===== config.mk =====
export PLATFORM = sky130hd
export DESIGN_NAME = ppe_row_engine
export DESIGN_NICKNAME = d
export VERILOG_FILES = /design/src/rtl/ppe_row_engine.sv
export SDC_FILE = /design/constraint.sdc
export NUM_CORES = 1
export LEC_CHECK = 0
export ABC_AREA = 1
export CAP_MARGIN = 20
export CORE_MARGIN = 3
export CORE_UTILIZATION = 63
export CTS_CLUSTER_SIZE = 30
export DETAILED_ROUTE_END_ITERATION = 12
export PLACE_DENSITY = 0.93
export SLEW_MARGIN = 5
export SYNTH_ARGS = -nofsm -noshare
export SYNTH_HDL_FRONTEND = slang
export SYNTH_SLANG_ARGS = --single-unit

===== constraint.sdc =====
create_clock -name clk -period 17.4 [get_ports clk]
set_clock_uncertainty 0.2 [all_clocks]
set_input_delay 3.48 -clock clk [delete_from_list [all_inputs] [get_ports clk]]
set_output_delay 3.48 -clock clk [all_outputs]
set_load 0.03 [all_outputs]

===== src/rtl/ppe_row_engine.sv =====
// ppe_row_engine
// Partial-sum processing element sitting downstream of the IFMAP memory.
// It holds one filter row of signed 8-bit taps. For every spike row it
// receives, it emits one sliding-window partial sum per column position, then
// asks IFMAP memory for the next row.
//
// Ports
//   clk, rst_n   : clock, asynchronous active-low reset
//   in_valid     : inbound packet valid
//   in_ready     : inbound packet accepted (high in WLOAD, WAIT_ROW and DONE)
//   in_packet    : [32:29] dest (ignored), [28:25] opcode, [24:0] data
//   out_valid    : outbound packet valid (high in COMPUTE and SEND_REQ)
//   out_ready    : router accepts the outbound packet
//   out_packet   : [32:29] dest, [28:25] opcode, [24:0] data
//   busy         : high while in COMPUTE or SEND_REQ
module ppe_row_engine #(
    parameter int PE_ID       = 5,
    parameter int IMEM_ID     = 10,
    parameter int PSUM_DEST   = 11,
    parameter int NUM_ROWS    = 21,
    parameter int IFMAP_SIZE  = 25,
    parameter int FILTER_SIZE = 5,
    parameter int SUM_WIDTH   = 13
) (
    input  logic        clk,
    input  logic        rst_n,
    input  logic        in_valid,
    output logic        in_ready,
    input  logic [32:0] in_packet,
    output logic        out_valid,
    input  logic        out_ready,
    output logic [32:0] out_packet,
    output logic        busy
);

    localparam int NUM_COLS = IFMAP_SIZE - FILTER_SIZE + 1;

    typedef enum logic [2:0] {
        WLOAD,
        WAIT_ROW,
        COMPUTE,
        SEND_REQ,
        DONE
    } state_t;

    state_t state;
    state_t state_next;

    logic signed [7:0]       weights [FILTER_SIZE];
    logic [FILTER_SIZE-1:0]  mask;
    logic [IFMAP_SIZE-1:0]   row;
    logic [4:0]              row_cnt;
    logic [4:0]              col;
    logic                    started;

    logic [3:0]              in_op;
    logic [2:0]              w_idx;
    logic signed [7:0]       w_val;
    logic                    in_fire;
    logic                    out_fire;
    logic                    is_row;
    logic                    is_weight;
    logic                    is_tsdone;
    logic                    w_ok;
    logic [FILTER_SIZE-1:0]  w_bit;
    logic                    last_col;
    logic                    more_rows;
    logic [IFMAP_SIZE-1:0]   window;
    logic signed [SUM_WIDTH-1:0] psum;

    assign in_op     = in_packet[28:25];
    assign w_idx     = in_packet[2:0];
    assign w_val     = in_packet[15:8];
    assign is_row    = (in_op == 4'd1);
    assign is_weight = (in_op == 4'd2);
    assign is_tsdone = (in_op == 4'd10);
    assign w_ok      = (w_idx < 3'(FILTER_SIZE));
    assign w_bit     = FILTER_SIZE'(1) << w_idx;
    assign last_col  = (col == 5'(NUM_COLS - 1));
    assign more_rows = ((row_cnt + 5'd1) < 5'(NUM_ROWS));

    // started holds in_ready low through reset and for the first cycle after it
    assign in_ready  = started && (state == WLOAD || state == WAIT_ROW || state == DONE);
    assign out_valid = (state == COMPUTE) || (state == SEND_REQ);
    assign busy      = out_valid;
    assign in_fire   = in_valid && in_ready;
    assign out_fire  = out_valid && out_ready;

    // Window sum: tap k sees spike column col+k; each weight is sign-extended
    // to the sum width, so the result cannot overflow.
    always_comb begin
        window = row >> col;
        psum   = '0;
        for (int k = 0; k < FILTER_SIZE; k++) begin
            if (window[k]) begin
                psum = psum + SUM_WIDTH'(weights[k]);
            end
        end
    end

    // Outbound packet is purely a function of state and registers, so it stays
    // stable for as long as the router stalls.
    always_comb begin
        out_packet = '0;
        if (state == COMPUTE) begin
            out_packet = {4'(PSUM_DEST), 4'd3, row_cnt, col, 2'b00, 13'(psum)};
        end else if (state == SEND_REQ) begin
            out_packet = {4'(IMEM_ID), 4'(PE_ID), 25'd0};
        end
    end

    // State register
    always_ff @(posedge clk or negedge rst_n) begin
        if (!rst_n) begin
            state <= WLOAD;
        end else begin
            state <= state_next;
        end
    end

    // Next-state logic
    always_comb begin
        state_next = state;
        case (state)
            WLOAD: begin
                if (in_fire && is_weight && w_ok && (&(mask | w_bit))) begin
                    state_next = WAIT_ROW;
                end
            end
            WAIT_ROW: begin
                if (in_fire && is_row) begin
                    state_next = COMPUTE;
                end
            end
            COMPUTE: begin
                if (out_fire && last_col) begin
                    state_next = more_rows ? SEND_REQ : DONE;
                end
            end
            SEND_REQ: begin
                if (out_fire) begin
                    state_next = WAIT_ROW;
                end
            end
            DONE: begin
                if (in_fire && is_tsdone) begin
                    state_next = WAIT_ROW;
                end
            end
            default: state_next = WLOAD;
        endcase
    end

    // Datapath registers: taps, load mask, latched row and the two counters.
    // Weight writes are accepted in every state that takes input.
    always_ff @(posedge clk or negedge rst_n) begin
        if (!rst_n) begin
            for (int k = 0; k < FILTER_SIZE; k++) begin
                weights[k] <= '0;
            end
            mask    <= '0;
            row     <= '0;
            row_cnt <= '0;
            col     <= '0;
            started <= 1'b0;
        end else begin
            started <= 1'b1;
            if (in_fire && is_weight && w_ok) begin
                weights[w_idx] <= w_val;
                mask[w_idx]    <= 1'b1;
            end
            if (in_fire && is_row && state == WAIT_ROW) begin
                row <= in_packet[IFMAP_SIZE-1:0];
                col <= '0;
            end
            if (in_fire && is_tsdone && (state == WAIT_ROW || state == DONE)) begin
                row_cnt <= '0;
            end
            if (out_fire && state == COMPUTE) begin
                if (last_col) begin
                    row_cnt <= row_cnt + 5'd1;
                end else begin
                    col <= col + 5'd1;
                end
            end
        end
    end

endmodule


# Word level (Yosys, flattened, before mapping)
# Cells that the tools add are included.
# word_totals
reg_bits	84
out_inout_bits	36
wordCells	87
# classes
addsub	6
n_lt_le_gt_ge	6
n_eq_ne	13
n_shift	2
mux	25
bitwise_logic	3
reduce_logical	21
# ops
operator	count
2-to-1 mux 33 bit	2
2-to-1 mux 13 bit	5
adder 13 x 8 -> 13 bit	4
bitwise mux 40 bit	1
2-to-1 mux 5 bit	6
>> shifter 25 x 5 -> 5 bit	1
demux 8 bit (select 3 bit)	1
2-to-1 mux 3 bit	6
one-hot mux 3 bit (5 select lines)	1
logical AND 1 bit	14
adder 5 x 1 -> 5 bit (second input constant)	2
OR 5 bit	2
AND reduction 5 bit	2
2-to-1 mux 8 bit	1
== test 3 x 2 -> 1 bit (second input constant)	2
!= test 2 x 1 -> 1 bit (second input constant)	3
== test 5 bit (second input constant)	1
< comparator 5 bit (second input constant)	1
left shift 1 x 3 -> 5 bit (first input constant)	1
== test 4 x 1 -> 1 bit (second input constant)	1
== test 4 x 2 -> 1 bit (second input constant)	1
== test 4 bit (second input constant)	1
greater-or-equal comparator 4 bit (second input constant)	1
logical OR 1 bit	4
other kinds (11)	12

# Logic depth before layout (Yosys ltp)
# Gate-level depths: netlist of run 1.
# logic_depth
ltp_word	11
mapped_depth	58
depth_no_buf	56

# Worst setup path after synthesis of run 1
# OpenSTA, ideal clock, no wires.
# synth_path
path_kind	register to output
startpoint	register col[0]
endpoint	output port out_packet[12]
t_arrival_ns	6.278
t_required_ns	13.720
slack_ns	7.442
stages_incl_launch_ff	51
n_path_buf	2
path_cell_list	dfrtp_1 buf_6 buf_12 nand2_1 nand3_2 nand3_2 nand2_2 nor2_4 nand2_4 nand2_8 inv_6 nand2_1 inv_1 ha_1 fa_1 a21oi_1 o22ai_2 ha_1 [... 15 more ...] inv_1 ha_1 nand2_1 inv_1 nand4_1 o211ai_1 nand2_1 nand2_1 nand2_1 nand2_1 nand2_1 nand2_1 a21oi_1 a21oi_1 o21ai_1 nand3_1 nand2_1 nor2_1
# synth_via
elab_chain_cells	11
# synth_rtl
item	line	text
start, declared	53	logic [4:0] col;
start signal, assigned	183	col <= col + 5'd1;
>> shifter 25 x 5 -> 5 bit *	92	window = row >> col;
2-to-1 mux 13 bit	95	if (window[k]) begin
adder 13 x 8 -> 13 bit	96	psum = psum + SUM_WIDTH'(weights[k]);
2-to-1 mux 13 bit	95	
adder 13 x 8 -> 13 bit	96	
2-to-1 mux 13 bit	95	
adder 13 x 8 -> 13 bit	96	
2-to-1 mux 13 bit	95	
adder 13 x 8 -> 13 bit	96	
2-to-1 mux 13 bit *	95	
2-to-1 mux 33 bit *	105	if (state == COMPUTE) begin
end, declared	32	output logic [32:0] out_packet,
# Mark *: on every way between the ends. The rest lies on a longest branch, timed or not.

# Worst setup path in the final report of run 1
# Ends and elaborated chain as after synthesis.

==> results_dict.tcl, run 1 <==
set metrics [dict create \
    status "completed" \
    grt_pass1_vias 6561 \
    die-height_um 113 \
    place.gp.congestion 0.946 \
    clk-insertion-delay-late_ns 0.34 \
    grtUsageTotal_pct 29.0 \
    setup_slack_ns 5.10 \
    tritoncts "built" \
    critPathRequiredTime_ns 13.72 \
    crit_path_start_kind "flip-flop" \
    regToRegEndpoint "col[4]" \
    initial_core_util_pct 65.3 \
    ff2ff_path_depth 9 \
    synth_edf_count 0 \
    clock.fmax_mhz 81.3 \
    min_to "mask[0]" \
    ant_nets 0 \
    path_clk_slew_ns 0.07 \
    numPortBuffers 64 \
    nets 1172 \
    synthesis.area_um2 7170 \
    seq_area_frac_synth_pct 29.3 \
    wl_per_cell_um 14.8 \
    drv_slew 0 \
    period_needed_ns 12.30 \
    worst_hold_slack_ns 0.277 \
    finalWirelength_mm 18.1 \
    grt_pass1_wl_mm 30.5 \
    placed_area_um2 7770 \
    diodes 0 \
    maxCapViolCount 0 \
    min_path_cells 2 \
    tns_ns 0 \
    grt_max_degree 85 \
    root_buffer "clkbuf_16" \
    slew_headroom_pct 29.1 \
    vdd_drop_max_v 0.000119 \
    core_um2 11000 \
    hold_path.class "reg -> reg" \
    crit_type "reg -> out" \
    syn-instance-count 1038 \
    dominantRegCellSynth "dfrtp_1" \
    p_total_mw 1.43 \
    tritoncts.num_buffers 9 \
    via_count 7059 \
    hpwl_mm 13.2 \
    antenna_found_initial 0 \
    multi_input_comb_area_um2 4320 \
    first_iter_violations 728 \
    p_leak_nw 4.12 \
    grt-ovfl-total 0 \
    rrSetupSlack_ns 14.49 \
    slowest_delay_ns 1.05 \
    min_from "mask[0]" \
    drtPass1Iterations 6 \
    final_common_cell "nand2_1" \
    ys_ff_latch 84 \
    cts_hold_buf 0 \
    clkSinkCount 84 \
    r2r-start "col[0]" \
    ys.warnings.count 0 \
    fin_util_pct 73.8 \
    cpMaxStageDelayCell "dfrtp_1" \
    async_flop_share_pct 100 \
    avgSynthCellArea_um2 6.91 \
    pin_count 73 \
    fin_area_um2 8110 \
    drc 0 \
    ys_types 56 \
    vias_per_cell 5.75 \
    syn2layout_area_growth_pct 13.0 \
    drive_gt1_share_pct 8.82 \
    cpMostUsedCell "nand2_1" \
    critical_path_arrival_ns 8.62 \
    worst_pin_slew_ns 1.06 \
    finalCritPeriodShare_pct 70.7 \
    hold_viol 0 \
    post-cts-setup-buffers 0 \
    cts-resized-gates 0 \
    critPathMaxFanout 27 \
    num-fill-cells 845 \
    powerDensity_nw_per_um2 176 \
    final_cell_mix "nand2_1, inv_1, o21ai_0, dfrtp_1" \
    placed_cells 1211 \
    htree_levels 3 \
    clk_path_buf_depth 2 \
    die-area_um2 12700 \
    rows 38 \
    die_w_um 113 \
    instances_no_fill 1228 \
    finalSetupViolations 0 \
    preCtsSetupSlack_ns 5.63 \
    endpoint_kind "output port" \
    regArea_um2 2100 \
    startpoint "col[0]" \
    rsz0062_at_grt "no" \
]
worst max-delay path: cells and delay by family (launching register included):
kind	cells	cell delay, ns
compound gates	10	1.69
flops	1	1.05
fa+ha+maj	5	1.73
simple gates	28	2.56
buf+inv	6	1.07
xor+xnor	1	0.15
sequential cells by signal, summed over array words and instances, names as in the netlist:
| name | cells |
|---|---|
| weights | 40 |
| row | 25 |
| col | 5 |
| mask | 5 |
| row_cnt | 5 |
| state | 3 |
| started | 1 |
synth_stat cells (8+ instances only):
master	n	area, µm²
nand2_1	310	1160
inv_1	123	462
o21ai_0	92	460
dfrtp_1	84	2100
nor2_1	63	236
nand3_1	59	295
a21oi_1	53	265
ha_1	48	601
nand2_2	16	100
clkbuf_1	14	52.6
xor2_1	14	123
nand3_2	13	130
buf_4	10	75.1
inv_2	10	37.5
xnor2_1	10	87.6
o21ai_1	8	40.0
o22ai_1	8	50.1
area by class of cell:
| type | count | area share (%) |
|---|---|---|
| multi-input combinational | 785 | 53.3 |
| sequential | 84 | 25.9 |
| timing repair buffer | 67 | 8.40 |
| inverter | 136 | 6.48 |
| clock buffer | 9 | 2.78 |
| tap | 140 | 2.16 |
| clock inverter | 7 | 0.988 |
worst max-delay path by stage:
stage                                end  slack [ns]  cells past startpoint
after global placement    out_packet[12]        5.74                     50
after CTS                 out_packet[12]        5.20                     50
after floorplan           out_packet[12]        7.44                     50
final                     out_packet[12]        5.10                     50
after detailed placement  out_packet[12]        5.63                     50
after global routing      out_packet[12]        4.22                     54
report_power, final:
group	total, mW	internal [mW]	switching [mW]
Clock	0.198	0.114	0.0845
Combinational	0.949	0.330	0.619
Sequential	0.282	0.229	0.0526
cells by family after synthesis:
| kind of cell | Yosys count | synth area share [%] |
|---|---|---|
| AOI/OAI and AO/OA | 206 | 16.5 |
| xor gates and xnor gates | 24 | 2.93 |
| adders and majority gates | 52 | 9.49 |
| buffers and inverters | 172 | 10.6 |
| DFF | 84 | 29.3 |
| muxes | 2 | 0.279 |
| other | 2 | 0.105 |
| and+or+nand+nor | 496 | 30.7 |
metal layers:
| layer | track usage, % | routed length [µm] |
|---|---|---|
| met1 | 39.9 | 7760 |
| met2 | 48.2 | 8620 |
| met3 | 3.88 | 1370 |
| met4 | 8.01 | 368 |
| met5 | 0 | 0 |
Note: power is estimated with default switching activity, not from simulation.
==> run 2: changes to the inputs <==
CORE_UTILIZATION = 59   (was 63)
PLACE_DENSITY = 0.88   (was 0.93)
clock period = 11.5 ns   (was 17.4 ns; I/O delays follow)
==> run 2 against run 1 <==
Sequential power is 49% higher; largest power group unchanged; combinational power is 51% higher; worst setup slack worse by 4.2 ns; first-iteration DRC count is 30% lower; clock power is 58% higher.
==> results_dict.tcl, run 2 (synthesized netlist as in run 1, its figures left out) <==
set metrics [dict create \
    status "completed" \
    grt_pass1_wl_mm 28.5 \
    clock.fmax_mhz 94.6 \
    die_w_um 116 \
    tritoncts "built" \
    wl_per_cell_um 14.0 \
    vias_per_cell 5.55 \
    critical_path_arrival_ns 8.07 \
    tns_ns 0 \
    drive_gt1_share_pct 9.00 \
    gr-usage-met2_pct 41.3 \
    finalSetupViolations 0 \
    critPathMaxFanout 14 \
    place.gp.congestion 0.936 \
    startpoint "col[2]" \
    crit_type "reg -> out" \
    initial_core_util_pct 61.5 \
    rsz0062_at_grt "no" \
    finalCritPeriodShare_pct 91.9 \
    slowest_delay_ns 0.67 \
    rows 39 \
    antenna_found_initial 0 \
    path_clk_slew_ns 0.06 \
    ant_nets 0 \
    diodes 0 \
    final_cell_mix "nand2_1, inv_1, o21ai_0, dfrtp_1" \
    die-height_um 116 \
    root_buffer "clkbuf_16" \
    largest_register "weights" \
    p_total_mw 2.16 \
    core_um2 11700 \
    drtPass1Iterations 5 \
    final_common_cell "nand2_1" \
    worst_pin_slew_ns 0.633 \
    htree_levels 3 \
    hold_path.class "reg -> reg" \
    via_count 6835 \
    grt-ovfl-total 0 \
    top_usage_layer "met2" \
    crit_path_start_kind "flip-flop" \
    period_needed_ns 10.57 \
    clkSinkCount 84 \
    critPathRequiredTime_ns 9.00 \
    drc 0 \
    nets 1173 \
    clk_path_buf_depth 2 \
    die-area_um2 13500 \
    min_from "mask[0]" \
    use_met1_pct 36.7 \
    hpwl_mm 12.8 \
    use_met3_pct 6.11 \
    cpMaxStageDelayCell "clkdlybuf4s50_1" \
    pin_count 73 \
    powerDensity_nw_per_um2 265 \
    vdd_drop_max_v 0.000191 \
    first_iter_violations 506 \
    largest_register_ff_count 40 \
    clk-insertion-delay-late_ns 0.34 \
    numPortBuffers 64 \
    finalWirelength_mm 17.2 \
    hold_viol 0 \
    maxCapViolCount 0 \
    reg_top3 "weights x40, row x25" \
    grtUsageTotal_pct 26.0 \
    p_leak_nw 4.13 \
    grt_max_degree 85 \
    grt_pass1_vias 6083 \
    tritoncts.num_buffers 9 \
    syn2layout_area_growth_pct 13.4 \
    cpMostUsedCell "nand2_1" \
    r2r-start "state[1]" \
    slew_headroom_pct 57.8 \
    endpoint_kind "output port" \
    drv_slew 0 \
]
## run 2: cell types whose count changed in the layout (fill, tap and decap cells not counted)
cell and delta:
buf_4 +1, clkbuf_1 +1, inv_8 -1, inv_6 -3, bufinv_16 +1, clkinv_4 +1, clkinvlp_4 +1, dfrtp_1 -2
dfrtp_2 +2
## run 2: worst paths after layout
check | endpoint | slack [ns] | cells past startpoint
max | out_packet[12] | 0.93 | 48
min | mask[0] | 0.27 | 2
max reg2reg | row[4] | 8.75 | 9
min reg2reg | mask[0] | 0.27 | 2
max in group asynchronous | weights[13] | 8.76 | 2
min in group asynchronous | row_cnt[2] | 1.72 | 1
## run 2: area by class of cell
| type | count | area (µm²) |
|---|---|---|
| Multi-Input combinational cell | 785 | 4320 |
| Timing Repair Buffer | 68 | 688 |
| Tap cell | 143 | 179 |
| Inverter | 136 | 526 |
| Sequential cell | 84 | 2100 |
| Fill cell | 933 | 3530 |
| Clock buffer | 10 | 229 |
| Clock inverter | 6 | 88.8 |
## run 2: stage by stage
| stage | hold WS (ns) | setup WS [ns] | cells | util [%] | area, µm² |
|---|---|---|---|---|---|
| floorplan | 0.235 | 2.72 | 1041 | - | 7180 |
| global placement | 0.250 | 1.41 | 1215 | 66.7 | 7780 |
| detailed placement | 0.255 | 1.21 | 1215 | 66.7 | 7780 |
| CTS | 0.271 | 0.833 | 1231 | 69.5 | 8100 |
| global route | 0.301 | 0.101 | 1232 | 69.7 | 8130 |
| finish | 0.272 | 0.928 | 1232 | 69.7 | 8130 |
## run 2: what timing repair did
item,in CTS,in global routing
gates resized for setup,0,2
hold buffers,0,0
buffers inserted,0,0
endpoints found under the setup margin,0,1
## run 2: layer usage
metal | part of all wire, % | vias up | wire length [µm]
met3 | 6.9 | 21 | 1190
li1 | - | 3451 | -
met1 | 46 | 3145 | 7950
met4 | 0.94 | 0 | 162
met2 | 46 | 218 | 7910
met5 | 0 | - | 0
## run 2: power by group
group	internal (mW)	switching, mW	leakage, nW
logic	0.500	0.925	2.89
registers	0.348	0.0710	1.08
clock network	0.190	0.121	0.149
total	1.04	1.12	4.13
## run 2: worst max-delay path: cells and delay by family (launching register included)
kind,cells,cell delay (ns)
simple gates,26,2.30
xor+xnor,1,0.15
compound gates,10,1.68
buf+inv,6,1.24
fa+ha+maj,5,1.73
flops,1,0.60
==> run 3: changes to the inputs <==
CORE_UTILIZATION = 45   (was 59)
PLACE_DENSITY = 0.72   (was 0.88)
TNS_END_PERCENT = 1   (was not set)
==> run 3 against run 2 <==
Fmax up 0.18%; flip-flop and latch count unchanged; utilization down 17 points; worst hold slack worse by 0.0043 ns; combinational power about the same; routed wire length about the same; highest routed layer unchanged.
==> results_dict.tcl, run 3 (synthesized netlist as in run 1, its figures left out) <==
set metrics [dict create \
    pin_count 73 \
    via_count 6697 \
    finalWirelength_mm 17.2 \
    drv_slew 0 \
    cpMaxStageDelayCell "clkdlybuf4s50_1" \
    powerDensity_nw_per_um2 259 \
    post-cts-setup-buffers 0 \
    reg_top3 "weights x40, row x25" \
    grt_pass1_vias 6238 \
    antenna_found_initial 0 \
    hold_viol 0 \
    placed_cells 1285 \
    wl_per_cell_um 13.2 \
    critPathRequiredTime_ns 9.00 \
    fin_area_um2 8160 \
    clk_path_buf_depth 2 \
    initial_core_util_pct 46.7 \
    finalCritPeriodShare_pct 91.8 \
    placed_area_um2 7880 \
    rsz0062_at_grt "no" \
    path_clk_slew_ns 0.06 \
    vias_per_cell 5.15 \
    worst_pin_slew_ns 0.739 \
    cpMostUsedCell "nand2_1" \
    root_buffer "clkbuf_16" \
    drtPass1Iterations 6 \
    endpoint_kind "output port" \
    drive_gt1_share_pct 8.99 \
    tns_ns 0 \
    hpwl_mm 13.2 \
    first_iter_violations 397 \
    p_leak_nw 4.11 \
    grt-ovfl-total 0 \
    place.gp.congestion 0.939 \
    hold_path.class "reg -> reg" \
    nets 1174 \
    tritoncts "built" \
    cts_hold_buf 0 \
    clock.fmax_mhz 94.8 \
    die_w_um 132 \
    core_um2 15400 \
    crit_path_start_kind "flip-flop" \
    clkSinkCount 84 \
    largest_register_ff_count 40 \
    final_cell_mix "nand2_1, inv_1, o21ai_0, dfrtp_1" \
    syn2layout_area_growth_pct 13.8 \
    die-height_um 132 \
    num-fill-cells 1522 \
    status "completed" \
    finalSetupViolations 0 \
    diodes 0 \
    ant_nets 0 \
    tritoncts.num_buffers 9 \
    grtUsageTotal_pct 19.9 \
    critical_path_arrival_ns 8.05 \
    clk-insertion-delay-late_ns 0.35 \
    preCtsSetupSlack_ns 1.23 \
    htree_levels 3 \
    vdd_drop_max_v 0.000134 \
    drc 0 \
    period_needed_ns 10.55 \
    setup_slack_ns 0.947 \
    grt_max_degree 59 \
    largest_register "weights" \
    slowest_delay_ns 0.67 \
    crit_type "reg -> out" \
    die-area_um2 17500 \
    slew_headroom_pct 50.8 \
    critPathMaxFanout 22 \
    maxCapViolCount 0 \
    rows 45 \
    instances_no_fill 1301 \
    grt_pass1_wl_mm 29.3 \
    final_common_cell "nand2_1" \
    numPortBuffers 64 \
]
[run 3: changes by cell type in the layout (fill, tap and decap cells not counted), sizes merged]
cell      before  now
clkinvlp       2    1
clkbuf        10   11
bufinv         2    0
buf            5    6
inv          136  138
[run 3: metrics by stage]
| step | power, mW | utilization [%] | hold slack [ns] |
|---|---|---|---|
| 2_1_floorplan | 1.52 | - | 0.235 |
| 3_3_place_gp | 1.82 | 51.3 | 0.252 |
| 3_5_place_dp | 1.83 | 51.3 | 0.256 |
| 4_1_cts | 2.12 | 53.1 | 0.270 |
| 5_1_grt | 2.30 | 53.1 | 0.299 |
| 6_report | 2.11 | 53.1 | 0.268 |
[run 3: final timing paths]
kind / cells past startpoint / slack (ns) / to / startpoint
min in group asynchronous: 1 / 1.66 / weights[14] / rst_n
setup reg to reg: 9 / 8.74 / row[5] / state[1]
hold / removal: 2 / 0.27 / mask[3] / mask[3]
setup / recovery: 53 / 0.95 / out_packet[12] / col[0]
max in group asynchronous: 2 / 8.35 / col[1] / rst_n
hold reg to reg: 2 / 0.27 / mask[3] / mask[3]
[run 3: layout make-up]
class | count | area, µm² | share of cell area, %
flip-flops and latches | 84 | 2100 | 25.8
well taps | 211 | 264 | 3.23
multi-input cells | 785 | 4320 | 52.9
clock inverters | 5 | 35.0 | 0.429
repair buffers | 69 | 676 | 8.28
clock buffers | 11 | 243 | 2.97
inverters | 136 | 526 | 6.44
[run 3: repair_timing]
item	4_1_cts	5_1_grt
resized for setup	0	1
hold endpoints to repair	0	0
setup endpoints to repair	0	1
[run 3: worst max-delay path: cells and delay by family (launching register included)]
family	cells	cell delay (ns)
buffers and inverters	7	1.34
adders and majority gates	4	1.33
DFF	1	0.53
AOI/OAI and AO/OA	11	1.75
and+or+nand+nor	30	2.59
xor gates and xnor gates	1	0.15
[run 3: report_power, final]
group / leakage [nW] / total (mW) / switching (mW) / internal [mW]
sequential: 1.08 / 0.413 / 0.0652 / 0.348
clock: 0.136 / 0.276 / 0.123 / 0.153
combinational: 2.89 / 1.42 / 0.921 / 0.501
total: 4.11 / 2.11 / 1.11 / 1.00
[run 3: per-layer routing]
metal	global-route usage, %	part of all wire (%)	wire length (µm)
met5	0	0	0
met4	5.43	1.3	225
met3	2.44	4.7	807
met2	32.3	45	7780
met1	28.3	49	8410
